### config.mk
export PLATFORM = sky130hd
export DESIGN_NAME = adder11_rr_sched
export DESIGN_NICKNAME = d
export VERILOG_FILES = /design/src/rtl/adder11_rr_sched_pkg.sv /design/src/rtl/adder11.sv /design/src/rtl/adder11_rr_sched_rr_arbiter.sv /design/src/rtl/adder11_rr_sched.sv
export SDC_FILE = /design/constraint.sdc
export NUM_CORES = 1
export LEC_CHECK = 0
export ABC_CLOCK_PERIOD_IN_PS = 13500
export CAP_MARGIN = 20
export CORE_MARGIN = 3
export CORE_UTILIZATION = 48
export DETAILED_ROUTE_END_ITERATION = 10
export PLACE_DENSITY_LB_ADDON = 0.25
export SYNTH_ARGS = -nofsm -noshare
export SYNTH_HDL_FRONTEND = slang
export SYNTH_SLANG_ARGS = --single-unit
### constraint.sdc
create_clock -name clk -period 13.5 [get_ports clk]
set_clock_uncertainty 0.15 [all_clocks]
set_input_delay 1.35 -clock clk [delete_from_list [all_inputs] [get_ports clk]]
set_output_delay 1.35 -clock clk [all_outputs]
set_load 0.1 [all_outputs]
### src/rtl/adder11_rr_sched_pkg.sv
// Shared widths and FSM encoding for the
// round-robin adder11 scheduler.
package adder11_rr_sched_pkg;

  localparam int ADD_W = 11;
  localparam int SUM_W = 12;

  typedef enum logic [1:0] {
    IDLE = 2'd0,
    ADD  = 2'd1,
    RESP = 2'd2
  } state_t;

endpackage

### src/rtl/adder11.sv
// 11-bit ripple-carry adder with carry-out
// as bit 11 of the sum.
module adder11 (
  input  logic [10:0] a,
  input  logic [10:0] b,
  output logic [11:0] sum
);

  logic [11:0] c;

  assign c[0] = 1'b0;

  for (genvar i = 0; i < 11; i++) begin : g_fa
    assign sum[i]   = a[i] ^ b[i] ^ c[i];
    assign c[i + 1] = (a[i] & b[i])
                    | (c[i] & (a[i] ^ b[i]));
  end

  assign sum[11] = c[11];

endmodule

### src/rtl/adder11_rr_sched_rr_arbiter.sv
// Combinational round-robin arbiter: first valid
// requester at or after rr_ptr wins.
module rr_arbiter #(
  parameter int N_REQ = 4,
  parameter int ID_W  = 2
) (
  input  logic [N_REQ-1:0] req_valid,
  input  logic [ID_W-1:0]  rr_ptr,
  output logic [N_REQ-1:0] grant,
  output logic [ID_W-1:0]  grant_id,
  output logic             grant_vld
);

  // Scan from farthest to nearest so the nearest valid wins.
  always_comb begin
    grant    = '0;
    grant_id = '0;
    for (int k = N_REQ - 1; k >= 0; k--) begin
      if (req_valid[(int'(rr_ptr) + k) % N_REQ]) begin
        grant = '0;
        grant[(int'(rr_ptr) + k) % N_REQ] = 1'b1;
        grant_id = ID_W'((int'(rr_ptr) + k) % N_REQ);
      end
    end
  end

  assign grant_vld = |req_valid;

endmodule

### src/rtl/adder11_rr_sched.sv
// Shares one adder11 among N_REQ requesters with
// round-robin arbitration and a 3-state FSM.
module adder11_rr_sched
  import adder11_rr_sched_pkg::*;
#(
  parameter int N_REQ = 4,
  parameter int ID_W  = 2
) (
  input  logic                   clk,
  input  logic                   rst,
  input  logic [N_REQ-1:0]       req_valid,
  output logic [N_REQ-1:0]       req_ready,
  input  logic [N_REQ*ADD_W-1:0] req_a,
  input  logic [N_REQ*ADD_W-1:0] req_b,
  output logic                   rsp_valid,
  input  logic                   rsp_ready,
  output logic [ID_W-1:0]        rsp_id,
  output logic [SUM_W-1:0]       rsp_sum
);

  state_t             state;
  state_t             state_nx;
  logic [ID_W-1:0]    rr_ptr;
  logic [ID_W-1:0]    op_id;
  logic [ADD_W-1:0]   op_a;
  logic [ADD_W-1:0]   op_b;
  logic [SUM_W-1:0]   sum;
  logic [N_REQ-1:0]   gnt;
  logic [ID_W-1:0]    gnt_id;
  logic               gnt_vld;
  logic               accept;

  rr_arbiter #(
    .N_REQ (N_REQ),
    .ID_W  (ID_W)
  ) u_arb (
    .req_valid (req_valid),
    .rr_ptr    (rr_ptr),
    .grant     (gnt),
    .grant_id  (gnt_id),
    .grant_vld (gnt_vld)
  );

  adder11 u_add (
    .a   (op_a),
    .b   (op_b),
    .sum (sum)
  );

  // Next state, request acceptance and ready decode.
  always_comb begin
    state_nx  = state;
    req_ready = '0;
    accept    = 1'b0;
    unique case (state)
      IDLE: begin
        if (!rst && gnt_vld) begin
          req_ready = gnt;
          accept    = 1'b1;
          state_nx  = ADD;
        end
      end
      ADD:  state_nx = RESP;
      RESP: if (rsp_ready) state_nx = IDLE;
      default: state_nx = IDLE;
    endcase
  end

  // State, operand, result and pointer registers.
  always_ff @(posedge clk) begin
    if (rst) begin
      state     <= IDLE;
      rr_ptr    <= '0;
      op_id     <= '0;
      op_a      <= '0;
      op_b      <= '0;
      rsp_id    <= '0;
      rsp_sum   <= '0;
      rsp_valid <= 1'b0;
    end else begin
      state <= state_nx;
      if (accept) begin
        op_id <= gnt_id;
        op_a  <= req_a[gnt_id*ADD_W +: ADD_W];
        op_b  <= req_b[gnt_id*ADD_W +: ADD_W];
      end
      if (state == ADD) begin
        rsp_sum   <= sum;
        rsp_id    <= op_id;
        rsp_valid <= 1'b1;
      end
      if (state == RESP && rsp_ready) begin
        rsp_valid <= 1'b0;
        rr_ptr    <= (rsp_id == ID_W'(N_REQ - 1))
                   ? '0 : rsp_id + ID_W'(1);
      end
    end
  end

endmodule

==> metrics.txt <==
diodes inserted 0; met3 WL 356 microns; number of flops mapped to enable cells by yosys 0; static leakage 1.72 nW; Worst-Skew Late Latency 0.30 ns; RR Endpoint rsp_sum[10]; initial antenna violation count 0; fillers 443; status completed; Die Area 7050 sq um; Iter 0 DRT Violations 125; Core Region 5680 sq um; # IOs 114; H-tree level count 2; # Max-Cap Violations 0; Slew HR 34.3%; Synth Register Bits 43; register area 861 sq um; Synth top area share 29.5%; Die X 84.0 microns; Total Routing Usage GR 21.4%; Crit. End Element primary output; CP startpoint req_valid[2]; Critical Path AT 4.72 ns; Distinct cells, synth 37; DR vias 2642; WS Path Type primary input to primary output; Min Clock Period, post-route 6.22 ns; f_max 161 MHz; Worst R2R Path Depth 15; DRC Markers 0; port buffer count 113; post-synth net total 417; crit path to req_ready[0]; RSZ-0062 raised after global routing false; final worst path period share 46.1%; sequential fraction of the synthesis area 29.5%; clk sinks 43; largest cells by area after synthesis dfxtp_1 (30%), mux2i_1 (15%), fa_1 (6.9%); Post-DP HPWL 5700 microns; largest net degree at the start of global routing 43; Initial Util 51.4%; share of layout cells above drive strength 1 7.88%; ys flop type dfxtp_1; power per cell area 104 nW/um^2; setup TNS 0 ns; Worst setup SP type primary input; # Post-CTS Setup Buffers 0; Final Core Density 73.7%; most frequent cells in the layout clkdlybuf4s50_1 (113), mux2i_1 (43), dfxtp_1 (43); Clock Path Buffers 2; DR WL/cell 15.6 microns; First-pass DRT Iterations 4; final WL 7440 microns; CTS resizes 0; hold buffers post-CTS 0; final-report max-slew violation count 0; nets 520; commonest non-fill, non-tap cell in the layout clkdlybuf4s50_1; Via density 5.53; Die Span Y 84.0 microns; Layout area overhead 43.4%; synthesized area 2920 sq um; Cells after Synth 302; vias in the first global route 2715; WL met1 3150 microns; global route overflow 0; GP Congestion 0.895; Clk Tree Root Cell clkbuf_8; slew at the pin closest to its max-slew limit 0.983 ns; WP data required 12.00 ns; CTS tree done; clock-pin slew on the worst setup and hold paths 0.08 ns; Worst VDD drop 0.0000790 V; first-pass GRT wire length 12500 microns; synthesized area per cell 9.66 sq um; CP max FO 7; final setup violation count 0; WL met2 3820 microns; Antenna Nets Post-Route 0; FF-to-FF Start op_a[0]; CTS buffer count 5; post-synthesis async set-or-reset flop share 0%; dominant cell type by area after synthesis dfxtp_1; top sig layer met4; Hold Path Class register to register; Final Hold Viols 0; row count 27; synthesis warning total 0; footprint of the multi-input gates 1880 sq um; FF-to-FF setup slack 8.63 ns
synthesized netlist by cell type, types with 10 or more instances:
cell type and number:
a21oi_1 19, a221oi_1 12, clkbuf_1 11, dfxtp_1 43, fa_1 10, ha_1 10
inv_1 14, mux2i_1 43, nand2_1 29, nand2b_1 15, nor2_1 13, o22ai_1 12
routing by layer:
metal,vias up,track usage (%)
met5,-,0
li1,1297,-
met4,0,5.70
met2,96,38.7
met3,10,4.15
met1,1239,25.9
final cells by class:
cell class / instances / share of cell area (%)
clock inverters: 2 / 0.927
flip-flops and latches: 43 / 20.6
multi-input cells: 223 / 44.9
inverters: 14 / 1.26
well taps: 72 / 2.15
repair buffers: 118 / 28.2
clock buffers: 6 / 1.97
worst max-delay path, cell delays in order:
cell and delay (ns):
clkdlybuf4s50_1 0.54, mux4_2 0.59, a211oi_1 0.46, a221oi_1 0.17, a211o_1 0.30, a21oi_1 0.14
clkdlybuf4s50_1 1.15
cells by family (layout without fill, tap and decap cells):
family	after synthesis	count (layout)	synth area share, %
DFF	43	43	29.5
muxes	57	57	22.2
and+or+nand+nor	69	69	11.2
adders and majority gates	20	20	11.2
AOI/OAI and AO/OA	77	77	19.1
buffers and inverters	36	140	6.78
power by group:
| part | switching, mW | internal, mW |
|---|---|---|
| Combinational | 0.0958 | 0.0753 |
| Clock | 0.0460 | 0.0608 |
| Sequential | 0.0126 | 0.143 |
| Total | 0.154 | 0.279 |
worst min-delay path by stage:
stage                          start    endpoint  slack (ns)  depth (start not counted)
after CTS                   op_id[1]   rsp_id[1]        0.31                          2
after floorplan             op_id[0]   rsp_id[0]        0.28                          2
after global routing      rsp_sum[0]  rsp_sum[0]        0.34                          2
after global placement      op_id[0]   rsp_id[0]        0.29                          2
final                       op_id[1]   rsp_id[1]        0.31                          2
after detailed placement    op_id[1]   rsp_id[1]        0.30                          2
flip-flops by register name, indices dropped and copies added (netlist names):
| signal | cells |
|---|---|
| rsp_sum | 12 |
| op_a | 11 |
| op_b | 11 |
| op_id | 2 |
| rr_ptr | 2 |
| rsp_id | 2 |
| state | 2 |
| rsp_valid | 1 |
metrics by stage:
step	worst slack (ns)	hold WS (ns)	power, mW	area [sq um]	std cells
2_1_floorplan	7.90	0.282	0.274	2920	302
3_3_place_gp	7.41	0.289	0.324	4030	468
3_5_place_dp	7.35	0.296	0.328	4030	468
4_1_cts	7.35	0.313	0.434	4160	476
5_1_grt	7.20	0.343	0.455	4180	478
6_report	7.28	0.308	0.433	4180	478
Power figures use the tool's default switching activity.
